### src/rtl/msg_pkg.sv
// Shared FSM state type and header layout for the message framer.
// The length field sits at HDR_LEN_LSB; HDR_LEN_WIDTH is the default beat-length width.
package msg_pkg;
  typedef enum logic [1:0] {
    FILL    = 2'd0,
    DISCARD = 2'd1,
    HEADER  = 2'd2,
    DRAIN   = 2'd3
  } msg_state_e;

  localparam int HDR_LEN_LSB   = 0;
  localparam int HDR_LEN_WIDTH = 16;
endpackage

### src/rtl/msg_beat_fifo.sv
// Payload beat store for one message: write/read pointers, registered read port,
// and a flush that rewinds both pointers so a dropped or finished message leaves nothing behind.
module msg_beat_fifo #(
  parameter int DEPTH = 64,
  parameter int WIDTH = 64
) (
  input  logic             clk,
  input  logic             rst,
  input  logic             flush,
  input  logic             wr_en,
  input  logic [WIDTH-1:0] wr_data,
  input  logic             rd_en,
  output logic [WIDTH-1:0] rd_data
);
  localparam int AW = (DEPTH > 1) ? $clog2(DEPTH) : 1;
  localparam logic [AW-1:0] PTR_ONE  = AW'(1);
  localparam logic [AW-1:0] PTR_ZERO = {AW{1'b0}};

  logic [WIDTH-1:0] mem_r [DEPTH];
  logic [AW-1:0]    wr_ptr_r;
  logic [AW-1:0]    rd_ptr_r;
  logic [WIDTH-1:0] rd_data_r;

  // Pointer state; flush takes priority over any traffic in the same cycle.
  always_ff @(posedge clk) begin
    if (rst || flush) begin
      wr_ptr_r <= PTR_ZERO;
      rd_ptr_r <= PTR_ZERO;
    end else begin
      if (wr_en) begin
        wr_ptr_r <= wr_ptr_r + PTR_ONE;
      end
      if (rd_en) begin
        rd_ptr_r <= rd_ptr_r + PTR_ONE;
      end
    end
  end

  // Storage write and registered read; contents need no reset.
  always_ff @(posedge clk) begin
    if (wr_en) begin
      mem_r[wr_ptr_r] <= wr_data;
    end
    if (rd_en) begin
      rd_data_r <= mem_r[rd_ptr_r];
    end
  end

  assign rd_data = rd_data_r;
endmodule

### src/rtl/msg_framer.sv
// Store-and-forward framer: buffers a whole message, then emits a length header
// followed by the payload; messages longer than FIFO_DEPTH are dropped with err_oversize.
module msg_framer
  import msg_pkg::*;
#(
  parameter int DATA_BYTES     = 8,
  parameter int NUM_COUNT_BITS = HDR_LEN_WIDTH,
  parameter int FIFO_DEPTH     = 64
) (
  input  logic                    clk,
  input  logic                    rst,
  input  logic                    s_tvalid,
  output logic                    s_tready,
  input  logic [DATA_BYTES*8-1:0] s_tdata,
  input  logic                    s_tlast,
  output logic                    m_tvalid,
  input  logic                    m_tready,
  output logic [DATA_BYTES*8-1:0] m_tdata,
  output logic                    m_tlast,
  output logic                    msg_done,
  output logic                    err_oversize
);
  localparam int DW = DATA_BYTES * 8;
  localparam logic [NUM_COUNT_BITS-1:0] CNT_MAX  = NUM_COUNT_BITS'(FIFO_DEPTH);
  localparam logic [NUM_COUNT_BITS-1:0] CNT_ONE  = NUM_COUNT_BITS'(1);
  localparam logic [NUM_COUNT_BITS-1:0] CNT_ZERO = {NUM_COUNT_BITS{1'b0}};

  msg_state_e               state_r, state_s;
  logic [NUM_COUNT_BITS-1:0] cnt_r, cnt_s;
  logic                     wr_en_s, rd_en_s, flush_s, done_s, err_s;
  logic                     s_hs_s, m_hs_s;
  logic                     m_tvalid_r, m_tlast_r, msg_done_r, err_oversize_r;
  logic [DW-1:0]            fifo_rd_data_s, m_tdata_s;

  assign s_tready = ~rst & ((state_r == FILL) | (state_r == DISCARD));
  assign s_hs_s   = s_tvalid & s_tready;
  assign m_hs_s   = m_tvalid_r & m_tready;

  msg_beat_fifo #(
    .DEPTH (FIFO_DEPTH),
    .WIDTH (DW)
  ) u_fifo (
    .clk     (clk),
    .rst     (rst),
    .flush   (flush_s),
    .wr_en   (wr_en_s),
    .wr_data (s_tdata),
    .rd_en   (rd_en_s),
    .rd_data (fifo_rd_data_s)
  );

  // Next-state, beat count and buffer control.
  always_comb begin
    state_s = state_r;
    cnt_s   = cnt_r;
    wr_en_s = 1'b0;
    rd_en_s = 1'b0;
    flush_s = 1'b0;
    done_s  = 1'b0;
    err_s   = 1'b0;
    case (state_r)
      FILL: begin
        // A beat beyond FIFO_DEPTH drops the message, even if it is the last one.
        if (s_hs_s && (cnt_r == CNT_MAX)) begin
          err_s   = 1'b1;
          flush_s = 1'b1;
          cnt_s   = CNT_ZERO;
          state_s = s_tlast ? FILL : DISCARD;
        end else if (s_hs_s) begin
          wr_en_s = 1'b1;
          cnt_s   = cnt_r + CNT_ONE;
          state_s = s_tlast ? HEADER : FILL;
        end else begin
          state_s = FILL;
        end
      end
      DISCARD: begin
        if (s_hs_s && s_tlast) begin
          cnt_s   = CNT_ZERO;
          state_s = FILL;
        end else begin
          state_s = DISCARD;
        end
      end
      HEADER: begin
        // Prefetch the first payload beat so DRAIN starts without a bubble.
        if (m_hs_s) begin
          rd_en_s = 1'b1;
          state_s = DRAIN;
        end else begin
          state_s = HEADER;
        end
      end
      DRAIN: begin
        if (m_hs_s && (cnt_r == CNT_ONE)) begin
          done_s  = 1'b1;
          flush_s = 1'b1;
          cnt_s   = CNT_ZERO;
          state_s = FILL;
        end else if (m_hs_s) begin
          rd_en_s = 1'b1;
          cnt_s   = cnt_r - CNT_ONE;
        end else begin
          state_s = DRAIN;
        end
      end
      default: begin
        flush_s = 1'b1;
        cnt_s   = CNT_ZERO;
        state_s = FILL;
      end
    endcase
  end

  // State, count and registered output flags.
  always_ff @(posedge clk) begin
    if (rst) begin
      state_r        <= FILL;
      cnt_r          <= CNT_ZERO;
      m_tvalid_r     <= 1'b0;
      m_tlast_r      <= 1'b0;
      msg_done_r     <= 1'b0;
      err_oversize_r <= 1'b0;
    end else begin
      state_r        <= state_s;
      cnt_r          <= cnt_s;
      m_tvalid_r     <= (state_s == HEADER) || (state_s == DRAIN);
      m_tlast_r      <= (state_s == DRAIN) && (cnt_s == CNT_ONE);
      msg_done_r     <= done_s;
      err_oversize_r <= err_s;
    end
  end

  // Output data: length header in HEADER, buffered payload otherwise.
  always_comb begin
    m_tdata_s = {DW{1'b0}};
    if (state_r == HEADER) begin
      m_tdata_s[HDR_LEN_LSB +: NUM_COUNT_BITS] = cnt_r;
    end else begin
      m_tdata_s = fifo_rd_data_s;
    end
  end

  assign m_tvalid     = m_tvalid_r;
  assign m_tlast      = m_tlast_r;
  assign m_tdata      = m_tdata_s;
  assign msg_done     = msg_done_r;
  assign err_oversize = err_oversize_r;
endmodule

### config.mk
export PLATFORM = sky130hd
export DESIGN_NAME = msg_framer
export DESIGN_NICKNAME = d
export VERILOG_FILES = /design/src/rtl/msg_pkg.sv /design/src/rtl/msg_beat_fifo.sv /design/src/rtl/msg_framer.sv
export SDC_FILE = /design/constraint.sdc
export NUM_CORES = 2
export LEC_CHECK = 0
export CORE_ASPECT_RATIO = 1.75
export CORE_MARGIN = 3
export CORE_UTILIZATION = 40
export CTS_BUF_LIST = sky130_fd_sc_hd__clkbuf_8
export CTS_CLUSTER_DIAMETER = 150
export DETAILED_ROUTE_END_ITERATION = 10
export GPL_TIMING_DRIVEN = 0
export SLEW_MARGIN = 20
export SYNTH_ARGS = -nofsm -noshare
export SYNTH_HDL_FRONTEND = slang
export SYNTH_SLANG_ARGS = --single-unit
### constraint.sdc
create_clock -name clk -period 6.84 [get_ports clk]
set_clock_uncertainty 0.05 [all_clocks]
set_input_delay 1.368 -clock clk [delete_from_list [all_inputs] [get_ports clk]]
set_output_delay 1.368 -clock clk [all_outputs]
set_load 0.03 [all_outputs]
==> impl_metrics.prom <==
# TYPE chip_impl_metric gauge
chip_impl_metric{name="grt_util_met2",unit=""} 0.4090
chip_impl_info{name="synth_ff_type",value="sky130_fd_sc_hd__edfxtp_1"} 1
chip_impl_metric{name="floorplan_die_area",unit="sq mm"} 0.4074
chip_impl_metric{name="critical_path_peak_fanout",unit=""} 10
chip_impl_metric{name="max-vdd-ir-drop",unit="mV"} 0.1694
chip_impl_info{name="crit_type",value="register to output port"} 1
chip_impl_metric{name="internal_power",unit="uW"} 37320
chip_impl_metric{name="clock_latency_of_the_later_clocked_register_in_the_worst_skew_pair",unit="ns"} 1.12
chip_impl_metric{name="first_global_vias",unit=""} 80580
chip_impl_metric{name="syn_to_final_growth",unit="%"} 17.13
chip_impl_metric{name="seq_power_share",unit=""} 0.598
chip_impl_metric{name="gp_congestion",unit=""} 0.8310
chip_impl_info{name="failing_checks",value="DRC"} 1
chip_impl_metric{name="ys_types",unit=""} 68
chip_impl_metric{name="post_drt_via_cell_ratio",unit=""} 5.825
chip_impl_metric{name="worst_ep_required_time",unit="ns"} 5.42
chip_impl_metric{name="fraction_of_the_yosys_area_taken_by_sequential_cells",unit=""} 0.7861
chip_impl_metric{name="synth.net_count",unit=""} 6371
chip_impl_info{name="cts_tree",value="done"} 1
chip_impl_metric{name="final_number_of_hold_violating_endpoints",unit=""} 0
chip_impl_metric{name="layout_worst_path_cycle_share",unit=""} 0.9302
chip_impl_metric{name="power_per_cell_area",unit="mW/mm^2"} 252.9
chip_impl_metric{name="postCtsSetupRepairBufs",unit=""} 0
chip_impl_metric{name="synthCells",unit=""} 6292
chip_impl_metric{name="netlist_area",unit="sq mm"} 0.1598
chip_impl_metric{name="slew_at_the_pin_with_the_worst_max_slew_slack",unit="ns"} 1.194
chip_impl_metric{name="start_util",unit=""} 0.4021
chip_impl_metric{name="clockBufferDepth",unit=""} 4
chip_impl_metric{name="p_leak",unit="uW"} 0.05641
chip_impl_metric{name="pwr-share-clk",unit=""} 0.386
chip_impl_metric{name="yosys_register_bits",unit=""} 4194
chip_impl_info{name="crit_path_end_kind",value="output port"} 1
chip_impl_metric{name="post-place-ws",unit="ns"} 0.6333
chip_impl_info{name="r2r-start",value="state_r[0]"} 1
chip_impl_metric{name="grt_pass1_wl",unit="mm"} 631.8
chip_impl_info{name="worst_hold_path_type",value="primary input to register"} 1
chip_impl_metric{name="overflow",unit=""} 0
chip_impl_metric{name="placement.io_buffers",unit=""} 137
chip_impl_metric{name="post_synth.cell_area_avg",unit="sq um"} 25.39
chip_impl_metric{name="placed_cell_area",unit="sq mm"} 0.1765
chip_impl_metric{name="synth_enable_flop_cells",unit=""} 4160
chip_impl_metric{name="drcViolationCount",unit=""} 4
chip_impl_metric{name="die_y",unit="microns"} 842.1
chip_impl_metric{name="synth-async-reset-ratio",unit=""} 0
chip_impl_metric{name="design.final.nets",unit=""} 7477
chip_impl_metric{name="clk_pin_slew_worst_paths",unit="ns"} 0.06
chip_impl_metric{name="antenna_found_initial",unit=""} 38
chip_impl_metric{name="route.detailed.wl_per_inst",unit="microns"} 34.99
chip_impl_metric{name="coreArea",unit="sq mm"} 0.3974
chip_impl_metric{name="cts_repair_resize_count",unit=""} 0
chip_impl_metric{name="slew_headroom",unit=""} 0.2037
chip_impl_metric{name="synth-warning-count",unit=""} 0
chip_impl_metric{name="max_cap_viol_count",unit=""} 0
chip_impl_metric{name="route.vias.total",unit=""} 76250
chip_impl_metric{name="place_hpwl",unit="mm"} 326.4
chip_impl_metric{name="stdcell_area",unit="sq mm"} 0.1872
chip_impl_metric{name="setup-violations-final",unit=""} 0
chip_impl_metric{name="drive_gt1_frac",unit=""} 0.3530
chip_impl_metric{name="timing.final.ws_setup",unit="ns"} 0.4771
chip_impl_info{name="endpoint",value="m_tdata[56]"} 1
chip_impl_metric{name="data_arrival_critical_path",unit="ns"} 4.94
chip_impl_metric{name="drt_wl_total",unit="mm"} 458.0
chip_impl_metric{name="fin_setup_tns",unit="ns"} 0
chip_impl_metric{name="drt_first_pass_iters",unit=""} 9
chip_impl_metric{name="track_usage",unit=""} 0.2222
chip_impl_metric{name="cts_sinks",unit=""} 4194
chip_impl_metric{name="met1_layer_usage_reported_by_global_route",unit=""} 0.2423
chip_impl_metric{name="power.combinational.fraction",unit=""} 0.016
chip_impl_metric{name="r2r_setup_slack",unit="ns"} 1.45
chip_impl_metric{name="use_met3",unit=""} 0.04027
chip_impl_info{name="start_kind",value="register"} 1
chip_impl_info{name="rr_endpoint",value="u_fifo.mem_r[62][3]"} 1
chip_impl_metric{name="die_w",unit="microns"} 483.8
chip_impl_metric{name="r2r_depth",unit=""} 13
chip_impl_metric{name="htree_levels",unit=""} 6
chip_impl_metric{name="maximum_number_of_pins_on_one_net_before_global_route_repair",unit=""} 63
chip_impl_info{name="most_used_routing_layer",value="met2"} 1
chip_impl_info{name="grt_setup_unrepaired",value="false"} 1
chip_impl_metric{name="fmax",unit="MHz"} 157.2
chip_impl_metric{name="drtAntennaViolNets",unit=""} 0
chip_impl_metric{name="ctsHoldBuffers",unit=""} 0
chip_impl_info{name="status",value="finished, violations left"} 1
chip_impl_metric{name="drtIter0Drc",unit=""} 8116
chip_impl_info{name="worstSetupStartpoint",value="state_r[0]"} 1
chip_impl_metric{name="io_pins",unit=""} 138
chip_impl_metric{name="holdPathStages",unit=""} 1
chip_impl_metric{name="power.switching",unit="uW"} 10010
chip_impl_metric{name="power.share.switching",unit=""} 0.2115
chip_impl_metric{name="number_of_cts_inserted_buffers",unit=""} 592
chip_impl_metric{name="final-max-slew-violation-count",unit=""} 0
chip_impl_metric{name="finalCriticalPeriod",unit="ns"} 6.363
chip_impl_info{name="cts-root-buf",value="sky130_fd_sc_hd__clkbuf_8"} 1
chip_impl_metric{name="site_rows",unit=""} 306
==> synth_stat cells (8+ instances only) <==
cell type                  count  area share
sky130_fd_sc_hd__buf_1        46      0.0011
sky130_fd_sc_hd__nand3_1      16     0.00050
sky130_fd_sc_hd__nand2_1      28     0.00066
sky130_fd_sc_hd__inv_1        12     0.00028
sky130_fd_sc_hd__buf_2        76      0.0024
sky130_fd_sc_hd__nor4_1       12     0.00047
sky130_fd_sc_hd__a21oi_1      15     0.00047
sky130_fd_sc_hd__mux2_2       16      0.0011
sky130_fd_sc_hd__nor2_1      111      0.0026
sky130_fd_sc_hd__ha_1         10     0.00078
sky130_fd_sc_hd__nand4_1      14     0.00055
sky130_fd_sc_hd__nor3_1       12     0.00038
sky130_fd_sc_hd__nor2b_1      55      0.0022
sky130_fd_sc_hd__o211ai_1      8     0.00038
sky130_fd_sc_hd__mux4_2     1344        0.19
sky130_fd_sc_hd__clkbuf_1    209      0.0049
sky130_fd_sc_hd__edfxtp_1   4160        0.78
sky130_fd_sc_hd__dfxtp_1      34      0.0043
==> worst min path at each step <==
stage,startpoint,endpoint,slack (ns)
floorplan,cnt_r[15],cnt_r[15],0.49
global placement,u_fifo.wr_ptr_r[1],u_fifo.wr_ptr_r[1],0.53
detailed placement,u_fifo.rd_ptr_r[1],u_fifo.rd_ptr_r[1],0.56
CTS,s_tdata[43],u_fifo.mem_r[27][43],0.36
global route,s_tdata[43],u_fifo.mem_r[27][43],0.42
finish,s_tdata[43],u_fifo.mem_r[27][43],0.48
==> power by group through the flow <==
stage / clock network (uW) / registers [uW] / logic (uW)
global route: 19700 / 28300 / 815
finish: 18300 / 28300 / 764
global placement: 0 / 28900 / 613
detailed placement: 0 / 28800 / 766
CTS: 18700 / 28300 / 764
floorplan: 0 / 28800 / 164
==> critical path, cell delays in order, from the launching register on <==
cell	delay (ns)
sky130_fd_sc_hd__dfxtp_1	0.34
sky130_fd_sc_hd__inv_1	0.12
sky130_fd_sc_hd__ha_1	0.16
sky130_fd_sc_hd__clkbuf_1	0.37
sky130_fd_sc_hd__clkbuf_1	0.52
sky130_fd_sc_hd__buf_2	0.37
sky130_fd_sc_hd__buf_12	0.22
sky130_fd_sc_hd__clkbuf_1	0.67
sky130_fd_sc_hd__nor2b_1	0.33
sky130_fd_sc_hd__clkdlybuf4s50_1	0.68
==> layout make-up <==
| type | count | area [sq um] |
|---|---|---|
| tap | 5236 | 6551 |
| timing repair buffer | 512 | 9560 |
| inverter | 12 | 50.05 |
| clock buffer | 614 | 8451 |
| buffer | 338 | 1509 |
| antenna | 27 | 67.56 |
| clock inverter | 409 | 2147 |
| multi-input combinational | 1748 | 33220 |
| fill | 31880 | 210300 |
| sequential | 4194 | 125600 |
==> cells by family (layout without fill, tap and decap cells) <==
logic type / Yosys count / count (layout) / share of synthesized area
DFF: 4194 / 4194 / 0.7861
muxes: 1364 / 1364 / 0.1908
buffers and inverters: 350 / 1885 / 0.009029
and+or+nand+nor: 293 / 293 / 0.009600
AOI/OAI and AO/OA: 72 / 72 / 0.003203
adders and majority gates: 10 / 10 / 0.0007831
xor gates and xnor gates: 9 / 9 / 0.0004934
other: 0 / 27 / 0
==> placed cells by master, fill, tap and decap left out, types with 7 or more instances in the layout <==
| master | n |
|---|---|
| sky130_fd_sc_hd__edfxtp_1 | 4160 |
| sky130_fd_sc_hd__mux4_2 | 1344 |
| sky130_fd_sc_hd__clkbuf_8 | 614 |
| sky130_fd_sc_hd__buf_12 | 236 |
| sky130_fd_sc_hd__inv_1 | 199 |
| sky130_fd_sc_hd__buf_2 | 157 |
| sky130_fd_sc_hd__clkbuf_1 | 149 |
| sky130_fd_sc_hd__buf_16 | 136 |
| sky130_fd_sc_hd__clkinv_1 | 121 |
| sky130_fd_sc_hd__clkdlybuf4s50_1 | 73 |
| sky130_fd_sc_hd__clkbuf_2 | 66 |
| sky130_fd_sc_hd__nor2_4 | 64 |
| sky130_fd_sc_hd__nor2b_1 | 55 |
| sky130_fd_sc_hd__nor2_1 | 47 |
| sky130_fd_sc_hd__clkinv_2 | 44 |
| sky130_fd_sc_hd__dfxtp_1 | 34 |
| sky130_fd_sc_hd__nand2_1 | 28 |
| sky130_fd_sc_hd__diode_2 | 27 |
| sky130_fd_sc_hd__buf_1 | 21 |
| sky130_fd_sc_hd__clkinvlp_4 | 20 |
| sky130_fd_sc_hd__inv_6 | 19 |
| sky130_fd_sc_hd__mux2_2 | 16 |
| sky130_fd_sc_hd__nand3_1 | 16 |
| sky130_fd_sc_hd__a21oi_1 | 15 |
| sky130_fd_sc_hd__nand4_1 | 14 |
| sky130_fd_sc_hd__bufinv_16 | 13 |
| sky130_fd_sc_hd__nor4_1 | 12 |
| sky130_fd_sc_hd__nor3_1 | 12 |
| sky130_fd_sc_hd__ha_1 | 10 |
| sky130_fd_sc_hd__o211ai_1 | 8 |
| sky130_fd_sc_hd__and3_1 | 7 |
| sky130_fd_sc_hd__xor2_1 | 7 |
==> metrics by stage <==
| step | hold slack, ns | std cells | utilization | total power (uW) |
|---|---|---|---|---|
| 2_1_floorplan | 0.4892 | 6292 | - | 29010 |
| 3_3_place_gp | 0.5346 | 11670 | 0.4220 | 29510 |
| 3_5_place_dp | 0.5551 | 12040 | 0.4440 | 29600 |
| 4_1_cts | 0.3605 | 13060 | 0.4707 | 47710 |
| 5_1_grt | 0.4231 | 13070 | 0.4708 | 48770 |
| 6_report | 0.4760 | 13090 | 0.4709 | 47330 |
==> state kept, by name, indices dropped and copies added (netlist names) <==
name / count
u_fifo.rd_data: 64
u_fifo.mem_r: 4096
state_r: 2
msg_done: 1
u_fifo.rd_ptr_r: 6
err_oversize: 1
cnt_r: 16
m_tlast: 1
u_fifo.wr_ptr_r: 6
m_tvalid: 1
==> layer usage <==
layer | wire [microns] | vias up
met2 | 252100 | 3753
met3 | 30040 | 1049
met1 | 149700 | 41540
met4 | 25870 | 36
met5 | 232 | -
li1 | - | 29880
Note: power is estimated with default switching activity, not from simulation.
